--- config.mk ---
export PLATFORM = sky130hd
export DESIGN_NAME = cursor_controller
export DESIGN_NICKNAME = d
export VERILOG_FILES = /design/src/rtl/gomoku_pkg.sv /design/src/rtl/coord_step.sv /design/src/rtl/cursor_controller.sv
export SDC_FILE = /design/constraint.sdc
export NUM_CORES = 1
export LEC_CHECK = 0
export CELL_PAD_IN_SITES_DETAIL_PLACEMENT = 1
export CELL_PAD_IN_SITES_GLOBAL_PLACEMENT = 2
export CORE_UTILIZATION = 31
export CTS_CLUSTER_DIAMETER = 40
export DETAILED_ROUTE_END_ITERATION = 10
export PLACE_DENSITY_LB_ADDON = 0.08
export SLEW_MARGIN = 20
export SYNTH_ARGS = -nofsm -noshare
export SYNTH_HDL_FRONTEND = slang
export SYNTH_HIERARCHICAL = 1
export SYNTH_SLANG_ARGS = --single-unit
--- constraint.sdc ---
create_clock -name clk -period 2.35 [get_ports clk]
set_clock_uncertainty 0.05 [all_clocks]
set_input_delay 0.47 -clock clk [delete_from_list [all_inputs] [get_ports clk]]
set_output_delay 0.47 -clock clk [all_outputs]
set_load 0.1 [all_outputs]
--- src/rtl/gomoku_pkg.sv ---
// Shared types and board-size defaults for the Gomoku front-panel logic.
package gomoku_pkg;

  localparam int BOARD_N = 15;
  localparam int COORD_W = 4;

  typedef logic [COORD_W-1:0] coord_t;

  typedef enum logic {
    IDLE,
    REQ
  } cursor_state_t;

endpackage

--- src/rtl/coord_step.sv ---
// One-axis cursor stepper: cancels opposing pulses and wraps or saturates at the board edge.
// Edge behaviour: `CURSOR_WRAP_EN defined -> wrap, undefined -> saturate.
module coord_step
  import gomoku_pkg::*;
#(
  parameter int BOARD_N = gomoku_pkg::BOARD_N,
  parameter int COORD_W = gomoku_pkg::COORD_W
) (
  input  logic [COORD_W-1:0] coord,
  input  logic               inc,
  input  logic               dec,
  input  logic               hold,
  output logic [COORD_W-1:0] next_coord,
  output logic               changed
);

`ifdef CURSOR_WRAP_EN
  localparam bit WRAP = 1'b1;
`else
  localparam bit WRAP = 1'b0;
`endif

  localparam logic [COORD_W:0] MAX = (COORD_W+1)'(BOARD_N - 1);

  logic [COORD_W:0] wide;
  logic [COORD_W:0] stepped;

  always_comb begin
    // NOTE: every output gets a default before any branch, so no latch can be inferred.
    wide    = {1'b0, coord};
    stepped = wide;
    // inc ^ dec: both pulses together cancel, leaving the axis untouched
    if (!hold && (inc ^ dec)) begin
      if (inc) begin
        if (wide >= MAX) stepped = WRAP ? '0 : MAX;
        else             stepped = wide + 1'b1;
      end else begin
        if (wide == '0)  stepped = WRAP ? MAX : '0;
        else             stepped = wide - 1'b1;
      end
    end
    next_coord = stepped[COORD_W-1:0];
    changed    = (stepped != wide);
  end

endmodule

--- src/rtl/cursor_controller.sv ---
// Gomoku cursor controller: moves the cursor from button pulses and issues placement requests
// over valid/ready. Edge wrapping is enabled by defining `CURSOR_WRAP_EN (see coord_step).
module cursor_controller
  import gomoku_pkg::*;
#(
  parameter int BOARD_N = gomoku_pkg::BOARD_N,
  parameter int COORD_W = gomoku_pkg::COORD_W
) (
  input  logic               clk,
  input  logic               rst,
  input  logic               btn_up,
  input  logic               btn_down,
  input  logic               btn_left,
  input  logic               btn_right,
  input  logic               btn_center,
  input  logic               enable,
  output logic [COORD_W-1:0] cur_x,
  output logic [COORD_W-1:0] cur_y,
  output logic               cursor_moved,
  output logic               place_valid,
  output logic [COORD_W-1:0] place_x,
  output logic [COORD_W-1:0] place_y,
  input  logic               place_ready
);

  localparam logic [COORD_W-1:0] START = COORD_W'(BOARD_N / 2);

  cursor_state_t      state;
  logic               hold;
  logic [COORD_W-1:0] next_x;
  logic [COORD_W-1:0] next_y;
  logic               changed_x;
  logic               changed_y;

  // A pending request, or one being raised this cycle, swallows all direction pulses.
  assign hold = (state == REQ) || (btn_center && enable);

  coord_step #(.BOARD_N(BOARD_N), .COORD_W(COORD_W)) u_step_x (
    .coord      (cur_x),
    .inc        (btn_right),
    .dec        (btn_left),
    .hold       (hold),
    .next_coord (next_x),
    .changed    (changed_x)
  );

  coord_step #(.BOARD_N(BOARD_N), .COORD_W(COORD_W)) u_step_y (
    .coord      (cur_y),
    .inc        (btn_down),
    .dec        (btn_up),
    .hold       (hold),
    .next_coord (next_y),
    .changed    (changed_y)
  );

  // NOTE: state registers use non-blocking assignments so every flop samples pre-edge values.
  always_ff @(posedge clk) begin
    if (rst) begin
      state        <= IDLE;
      cur_x        <= START;
      cur_y        <= START;
      cursor_moved <= 1'b0;
      place_valid  <= 1'b0;
      place_x      <= '0;
      place_y      <= '0;
    end else begin
      case (state)
        IDLE: begin
          cur_x        <= next_x;
          cur_y        <= next_y;
          cursor_moved <= changed_x || changed_y;
          if (btn_center && enable) begin
            // Latch the pre-move cursor; same-cycle moves are already held off.
            place_x     <= cur_x;
            place_y     <= cur_y;
            place_valid <= 1'b1;
            state       <= REQ;
          end
        end
        REQ: begin
          cursor_moved <= 1'b0;
          if (place_ready) begin
            place_valid <= 1'b0;
            state       <= IDLE;
          end
        end
        default: begin
          state       <= IDLE;
          place_valid <= 1'b0;
        end
      endcase
    end
  end

endmodule

==> flow_summary.json, run 1 <==
{
  "root_buffer": "clkbuf_8",
  "htreeDepth": 1,
  "ctsHoldBuffers": 0,
  "final.min_clock_period_ns": 2.09,
  "path_max_fanout": 12,
  "dp_hpwl_mm": 2.45,
  "clockBufferDepth": 2,
  "fmax_mhz": 479,
  "syn_inst": 150,
  "ys_seq_elements": 19,
  "grt_overflow": 0,
  "die_h_um": 69.5,
  "yosysTopAreaCellShare": 0.269,
  "rows": 24,
  "die-area_um2": 4840,
  "wl_mm": 3.30,
  "grt_pass1_wl_mm": 5.71,
  "fin_area_um2": 1700,
  "path_class": "in2reg",
  "p_per_area_nw_per_um2": 662,
  "seq_area_frac_synth": 0.269,
  "ios": 27,
  "status": "finished clean",
  "cts_num_sinks": 19,
  "gp_congestion": 0.714,
  "arrival_ns": 2.18,
  "dp.cells": 226,
  "cts_tree": "built",
  "relSlewSlack": 0.674,
  "area_growth_pct": 20.1,
  "rrSetupSlack_ns": 0.37,
  "clkLatencyLatePin_ns": 0.25,
  "synth-edff-count": 0,
  "fin_crit_sh": 0.888,
  "rsz0062_at_grt": "no",
  "grt_pass1_vias": 1237,
  "yosysUniqueCellTypes": 37,
  "hold_viol_final": 0,
  "synth_area_per_cell_um2": 9.43,
  "end_kind": "flip-flop",
  "start_util": 0.325,
  "synth_area_leaders": "dfxtp_1 27%, nand2b_1 8.4%, mux2i_1 7.1%, buf_6 5.6%, ha_1 5.3%",
  "antenna_found_initial": 0,
  "required_ns": 2.44,
  "grt_max_degree": 28,
  "drtPass1Iterations": 4,
  "grt_use_met2": 0.255,
  "setup.worst_path.end": "cur_y[3]$_SDFFE_PP0N_",
  "cts_resized": 0,
  "startpoint": "btn_center",
  "wl_per_cell_um": 14.3,
  "syn-num-nets": 165,
  "yosys_warnings": 6,
  "start_kind": "input pin",
  "synthArstFlopShare": 0,
  "postCtsSetupRepairBufs": 0,
  "vias_per_cell": 5.20,
  "grt_use_met1": 0.179,
  "reg2regPathDepth": 7,
  "drive_gt1_frac": 0.236,
  "clkTransAtPathRegs_ns": 0.07,
  "drtIter0Drc": 40,
  "tightest_slew_ns": 0.489,
  "max_cap_violations": 0,
  "synth_top_cell_by_area": "dfxtp_1",
  "num_antenna_cells": 0,
  "reg2reg_to": "cur_y[1]$_SDFFE_PP1N_",
  "drv_slew": 0,
  "leakage_uw": 0.000724,
  "mappedNetlistArea_um2": 1410,
  "antenna_left": 0,
  "met3_usage": 0.0378,
  "rr_startpoint": "cur_y[0]$_SDFFE_PP1N_",
  "drc": 0,
  "core_um2": 4350,
  "track_usage": 0.144,
  "power.total_uw": 1120,
  "numCtsBuffers": 3,
  "port_buffers": 26,
  "setup_viol": 0,
  "synth_flop_cell": "dfxtp_1",
  "busiest_layer": "met2",
  "irDropWorstVdd_mv": 0.387,
  "fp.dieW_um": 69.5,
  "ys_top_cells_by_count": "19 x dfxtp_1, 19 x nand2b_1, 10 x mux2i_1, 10 x nor2b_1, 9 x nor2_1",
  "instances_no_fill": 230,
  "placed_cell_area_um2": 1650,
  "num_vias": 1196,
  "nets": 194,
  "min_path_type": "reg2reg"
}
-- kinds of logic (layout without fill, tap and decap cells) --
family | Yosys count | count (layout) | synth area share
DFF | 19 | 19 | 0.269
AOI/OAI and AO/OA | 38 | 38 | 0.209
and+or+nand+nor | 61 | 61 | 0.289
muxes | 10 | 10 | 0.0708
buffers and inverters | 14 | 42 | 0.0858
adders and majority gates | 6 | 6 | 0.0531
xor gates and xnor gates | 2 | 2 | 0.0230
-- cells in the final DEF, fill, tap and decap left out, drive strengths merged --
cell and n:
nand3 2, o21a 4, o41ai 2, mux2i 10, a22oi 2, nand2 2, o32ai 2, a21boi 2
clkbuf 4, a2bb2oi 2, o31ai 2, clkdlybuf4s50 8, and3 4, a21bo 1, nor3 3, nor4b 2
o2111ai 2, o21ai 6, ha 6, dfxtp 19, a311o 2, a21oi 4, nor2 9, nor2b 10
nand3b 1, or4b 2, nand2b 19, inv 4, a21o 1, and3b 3, buf 26, xnor2 2
or3 2, nor3b 2, a211o 6
-- worst max-delay path, cell delays in order --
cell and delay [ns]:
clkdlybuf4s50_1 0.44, a21o_1 0.36, nor4b_4 0.28, a21boi_0 0.13, a311o_1 0.33, mux2i_1 0.12
nor2_1 0.05
-- sequential cells by signal, indices dropped and copies added, names as in the netlist --
| register | flops |
|---|---|
| place_valid | 1 |
| place_y | 4 |
| cur_x | 4 |
| state | 1 |
| cur_y | 4 |
| place_x | 4 |
| cursor_moved | 1 |
-- worst min path at each step --
stage                                        from                       to  slack [ns]  cells past startpoint
after detailed placement  place_x[1]$_SDFFE_PP0P_  place_x[1]$_SDFFE_PP0P_        0.42                      2
after CTS                 place_x[1]$_SDFFE_PP0P_  place_x[1]$_SDFFE_PP0P_        0.43                      2
after global placement    place_y[3]$_SDFFE_PP0P_  place_y[3]$_SDFFE_PP0P_        0.41                      2
after global routing      place_x[1]$_SDFFE_PP0P_  place_x[1]$_SDFFE_PP0P_        0.44                      2
final                     place_x[1]$_SDFFE_PP0P_  place_x[1]$_SDFFE_PP0P_        0.42                      2
after floorplan                  state$_SDFF_PP0_         state$_SDFF_PP0_        0.54                      3
-- per-layer routing --
metal  routed length, um  share of wire  vias up
li1                    -              -      602
met1                1530           0.46      570
met2                1630           0.49       22
met3                 122          0.037        2
met4                  13         0.0039        0
met5                   0              0        -
-- stage by stage --
| step | TNS (ns) | hold slack (ns) | setup slack (ns) | util |
|---|---|---|---|---|
| floorplan | 0 | 0.535 | 0.165 | - |
| CTS | 0 | 0.429 | 0.257 | 0.390 |
| detailed placement | -0.00787 | 0.419 | -0.00787 | 0.380 |
| finish | 0 | 0.424 | 0.263 | 0.390 |
| global route | 0 | 0.444 | 0.131 | 0.390 |
| global placement | 0 | 0.408 | 0.0551 | 0.380 |
-- layout make-up --
cell class              count  area [um^2]
fillers                   514         2660
clock buffers               4         45.0
flip-flops and latches     19          385
repair buffers             34          275
multi-input cells         117          912
well taps                  52         65.1
inverters                   4         15.0
-- where the power goes --
group | internal, uW | switching, uW
Combinational | 161 | 333
Sequential | 354 | 51.4
Clock | 120 | 104
Power figures use the tool's default switching activity.
==> inputs of run 2 (changes only) <==
--- a/config.mk
+++ b/config.mk
@@ -10,7 +10,8 @@
 export CORE_UTILIZATION = 31
 export CTS_CLUSTER_DIAMETER = 40
 export DETAILED_ROUTE_END_ITERATION = 10
-export PLACE_DENSITY_LB_ADDON = 0.08
+export MAX_ROUTING_LAYER = met4
+export PLACE_DENSITY = 0.74
 export SLEW_MARGIN = 20
 export SYNTH_ARGS = -nofsm -noshare
 export SYNTH_HDL_FRONTEND = slang
==> flow_summary.json, run 2 (synthesized netlist as in run 1, its figures left out) <==
{
  "status": "finished clean",
  "track_usage": 0.156,
  "numCtsBuffers": 3,
  "vias_per_cell": 5.32,
  "irDropWorstVdd_mv": 0.284,
  "die_h_um": 69.5,
  "swShare": 0.441,
  "hp-start": "place_x[3]$_SDFFE_PP0P_",
  "path_delay_family": "compound AO/OA/AOI/OAI gates",
  "pwr-share-seq": 0.365,
  "cp_slowest_cell": "clkdlybuf4s50_1",
  "cpPeakStageDelay_ns": 0.44,
  "wl_per_cell_um": 15.3,
  "required_ns": 2.44,
  "cts_tree": "built",
  "grt_pass1_vias": 1264,
  "dp_hpwl_mm": 2.60,
  "antenna_found_initial": 0,
  "ios": 27,
  "start_kind": "input pin",
  "min_to": "place_x[3]$_SDFFE_PP0P_",
  "max_cap_violations": 0,
  "fillers": 533,
  "rsz0062_at_grt": "no",
  "rows": 24,
  "whs_path_depth": 2,
  "fin_crit_sh": 0.888,
  "num_antenna_cells": 0,
  "power_switching_uw": 499,
  "path_class": "in2reg",
  "cts_resized": 0,
  "p_per_area_nw_per_um2": 668,
  "clkTransAtPathRegs_ns": 0.07,
  "port_buffers": 26,
  "internal_power_uw": 631,
  "postCtsSetupRepairBufs": 0,
  "setup_viol": 0,
  "core_um2": 4350,
  "end_kind": "flip-flop",
  "num_vias": 1218,
  "root_buffer": "clkbuf_8",
  "reg2regPathDepth": 7,
  "drc": 0,
  "cts_num_sinks": 19,
  "min_path_type": "reg2reg",
  "instances_no_fill": 229,
  "layout_commonest_cell": "buf_4",
  "path_depth": 7,
  "drv_slew": 0,
  "die-area_um2": 4840,
  "relSlewSlack": 0.658,
  "grt_overflow": 0,
  "tightest_slew_ns": 0.514,
  "leakage_uw": 0.000722,
  "nets": 193,
  "final.min_clock_period_ns": 2.09,
  "pwr-share-clk": 0.203,
  "rrSetupSlack_ns": 0.37,
  "grt_max_degree": 24,
  "drtPass1Iterations": 4,
  "ctsHoldBuffers": 0,
  "start_util": 0.325,
  "path_max_fanout": 13,
  "drtIter0Drc": 20,
  "reg2reg_to": "cur_x[2]$_SDFFE_PP1N_",
  "final_cell_mix": "25 x buf_4, 19 x nand2b_1, 15 x dfxtp_1",
  "drive_gt1_frac": 0.237,
  "fmax_mhz": 479,
  "cp_cell_sequence": "clkdlybuf4s50_1 > a21o_1 > nor4b_4 > a21boi_0 > a311o_1 > mux2i_1 > nor2_1",
  "critPathBufInv": 1,
  "antenna_left": 0,
  "clockBufferDepth": 2,
  "combPwrFrac": 0.432,
  "arrival_ns": 2.18,
  "postLayoutCoreUtil": 0.389,
  "area_growth_pct": 19.6,
  "fp.dieW_um": 69.5,
  "wl_mm": 3.50,
  "grt_pass1_wl_mm": 6.02,
  "gp_congestion": 0.720,
  "dp.cells": 225,
  "hold_viol_final": 0,
  "clkLatencyLatePin_ns": 0.26,
  "htreeDepth": 1,
  "rr_startpoint": "cur_x[0]$_SDFFE_PP1N_"
}
## run 2: cell types whose count changed in the layout (fill, tap and decap cells not counted), sizes merged
cell and delta:
buf -1, clkbuf -1, clkinv +1
## run 2: area by class of cell
class / count / area, um^2 / area share
multi-input combinational: 117 / 912 / 0.539
clock buffer: 3 / 41.3 / 0.0244
timing repair buffer: 33 / 268 / 0.158
inverter: 4 / 15.0 / 0.00888
tap: 52 / 65.1 / 0.0385
clock inverter: 1 / 5.00 / 0.00296
sequential: 19 / 385 / 0.228
## run 2: how the worst max path moves through the flow
stage	startpoint	end	slack (ns)
3_5_place_dp	btn_center	cur_x[3]$_SDFFE_PP0N_	-0.003
2_1_floorplan	cur_x[2]$_SDFFE_PP1N_	cur_x[2]$_SDFFE_PP1N_	0.17
3_3_place_gp	btn_center	cur_x[3]$_SDFFE_PP0N_	0.06
6_report	btn_center	cur_x[3]$_SDFFE_PP0N_	0.26
4_1_cts	btn_center	cur_x[3]$_SDFFE_PP0N_	0.27
5_1_grt	btn_center	cur_x[3]$_SDFFE_PP0N_	0.15
## run 2: power by group through the flow
stage | combinational (uW) | clock, uW | sequential [uW]
final | 488 | 229 | 412
after CTS | 493 | 243 | 413
after detailed placement | 491 | 0 | 420
after global routing | 521 | 260 | 420
after global placement | 481 | 0 | 417
after floorplan | 203 | 0 | 603
## run 2: layer usage
metal	track usage	vias to the layer above	share of wire
li1	-	600	-
met1	0.184	599	0.46
met2	0.279	17	0.51
met3	0.0189	2	0.027
met4	0.0431	0	0.0034
met5	-	-	0
## run 2: worst reg2reg max path: stages, from the launching register on
cell and delay, ns:
dfxtp_2 0.46, inv_1 0.10, ha_1 0.28, and3b_1 0.21
o32ai_1 0.31, a2bb2oi_1 0.11, nor2b_1 0.14, a211o_1 0.22
## run 2: through the flow
stage	hold slack [ns]	power (uW)	instance area (um^2)	setup TNS [ns]	setup slack, ns
4_1_cts	0.437	1150	1690	0	0.270
3_5_place_dp	0.424	911	1650	-0.00251	-0.00251
3_3_place_gp	0.410	897	1650	0	0.0609
5_1_grt	0.454	1200	1690	0	0.146
2_1_floorplan	0.535	807	1420	0	0.165
6_report	0.431	1130	1690	0	0.262
==> inputs of run 3 (changes only) <==
--- a/config.mk
+++ b/config.mk
@@ -7,6 +7,7 @@
 export LEC_CHECK = 0
 export CELL_PAD_IN_SITES_DETAIL_PLACEMENT = 1
 export CELL_PAD_IN_SITES_GLOBAL_PLACEMENT = 2
+export CORE_ASPECT_RATIO = 1.75
 export CORE_UTILIZATION = 31
 export CTS_CLUSTER_DIAMETER = 40
 export DETAILED_ROUTE_END_ITERATION = 10
==> flow_summary.json, run 3 (synthesized netlist as in run 1, its figures left out) <==
{
  "rows": 32,
  "core_um2": 4400,
  "rsz0062_at_grt": "no",
  "path_class": "in2reg",
  "hold_viol_final": 0,
  "grt_use_met1": 0.175,
  "reg2reg_to": "cur_y[1]$_SDFFE_PP1N_",
  "min_path_type": "reg2reg",
  "cts_num_sinks": 19,
  "die-area_um2": 4850,
  "track_usage": 0.165,
  "postLayoutCoreUtil": 0.387,
  "path_max_fanout": 12,
  "internal_power_uw": 635,
  "swShare": 0.444,
  "clockBufferDepth": 2,
  "fmax_mhz": 483,
  "setup_viol": 0,
  "tightest_slew_ns": 0.438,
  "start_kind": "input pin",
  "fillers": 547,
  "final_cell_mix": "27 x buf_4, 19 x nand2b_1, 15 x dfxtp_1",
  "final.min_clock_period_ns": 2.07,
  "root_buffer": "clkbuf_8",
  "ios": 27,
  "irDropWorstVdd_mv": 0.458,
  "start_util": 0.321,
  "antenna_found_initial": 0,
  "postCtsSetupRepairBufs": 0,
  "drive_gt1_frac": 0.246,
  "nets": 195,
  "pwr-share-seq": 0.353,
  "clkTransAtPathRegs_ns": 0.08,
  "dp_hpwl_mm": 2.66,
  "startpoint": "btn_center",
  "fp.dieW_um": 53.1,
  "pwr-share-clk": 0.209,
  "whs_path_depth": 2,
  "drtIter0Drc": 14,
  "grt_max_degree": 28,
  "num_vias": 1229,
  "layout_commonest_cell": "buf_4",
  "clkLatencyLatePin_ns": 0.26,
  "grt_overflow": 0,
  "wl_mm": 3.45,
  "arrival_ns": 2.17,
  "ctsHoldBuffers": 0,
  "status": "finished clean",
  "numCtsBuffers": 3,
  "met3_usage": 0.0134,
  "relSlewSlack": 0.708,
  "drtPass1Iterations": 3,
  "antenna_left": 0,
  "leakage_uw": 0.000732,
  "num_antenna_cells": 0,
  "area_growth_pct": 20.6,
  "htreeDepth": 1,
  "drc": 0,
  "vias_per_cell": 5.34,
  "required_ns": 2.45,
  "drv_slew": 0,
  "hp-start": "place_x[3]$_SDFFE_PP0P_",
  "die_h_um": 91.3,
  "power_switching_uw": 506,
  "busiest_layer": "met2",
  "port_buffers": 26,
  "reg2regPathDepth": 7,
  "rrSetupSlack_ns": 0.40,
  "combPwrFrac": 0.439,
  "min_to": "place_x[3]$_SDFFE_PP0P_",
  "grt_pass1_vias": 1282,
  "wl_per_cell_um": 15.0,
  "gp_congestion": 0.749,
  "rr_startpoint": "cur_y[1]$_SDFFE_PP1N_",
  "grt_pass1_wl_mm": 5.87,
  "max_cap_violations": 0,
  "cts_tree": "built",
  "fin_setup_tns_ns": 0,
  "grt_use_met2": 0.293,
  "end_kind": "flip-flop",
  "fin_crit_sh": 0.881,
  "cts_resized": 0,
  "p_per_area_nw_per_um2": 669
}
## run 3: changes by cell type in the layout (fill, tap and decap cells not counted)
cell | before | now
buf_4 | 25 | 27
## run 3: worst max-delay path by stage
| stage | end | slack (ns) | cells after the start |
|---|---|---|---|
| final | cur_y[3]$_SDFFE_PP0N_ | 0.28 | 7 |
| after global routing | cur_y[3]$_SDFFE_PP0N_ | 0.15 | 7 |
| after CTS | cur_x[3]$_SDFFE_PP0N_ | 0.28 | 7 |
| after detailed placement | cur_y[3]$_SDFFE_PP0N_ | 0.0003 | 7 |
| after global placement | cur_y[3]$_SDFFE_PP0N_ | 0.06 | 7 |
| after floorplan | cur_x[2]$_SDFFE_PP1N_ | 0.17 | 6 |
## run 3: layout make-up
type                            instances  area (um^2)  share of cell area
Multi-Input combinational cell        117          912               0.535
Timing Repair Buffer                   35          283               0.166
Clock buffer                            3         41.3              0.0242
Inverter                                4         15.0             0.00880
Sequential cell                        19          385               0.226
Tap cell                               51         63.8              0.0374
Clock inverter                          1         5.00             0.00293
## run 3: worst max-delay path, cell delays in order
cell and delay (ns):
clkdlybuf4s50_1 0.44, a21o_1 0.35, nor4b_4 0.27, a21boi_0 0.14, a311o_1 0.33, mux2i_1 0.12, nor2_1 0.05
## run 3: through the flow
step | power, uW | setup WS [ns] | cell area (um^2) | hold WS, ns | std cells
2_1_floorplan | 807 | 0.165 | 1420 | 0.535 | 150
3_3_place_gp | 903 | 0.0640 | 1660 | 0.410 | 226
3_5_place_dp | 916 | 0.000341 | 1660 | 0.423 | 226
4_1_cts | 1160 | 0.279 | 1710 | 0.434 | 230
5_1_grt | 1210 | 0.150 | 1710 | 0.449 | 230
6_report | 1140 | 0.280 | 1710 | 0.430 | 230
## run 3: per-layer routing
layer	wire length (um)	share of wire
met1	1410	0.41
met4	87	0.025
met2	1870	0.54
met5	0	0
met3	81	0.024
## run 3: power by group through the flow
stage	sequential (uW)	clock [uW]	combinational, uW
final	403	238	501
after floorplan	603	0	203
after detailed placement	412	0	504
after CTS	404	250	505
after global routing	411	264	531
after global placement	409	0	494
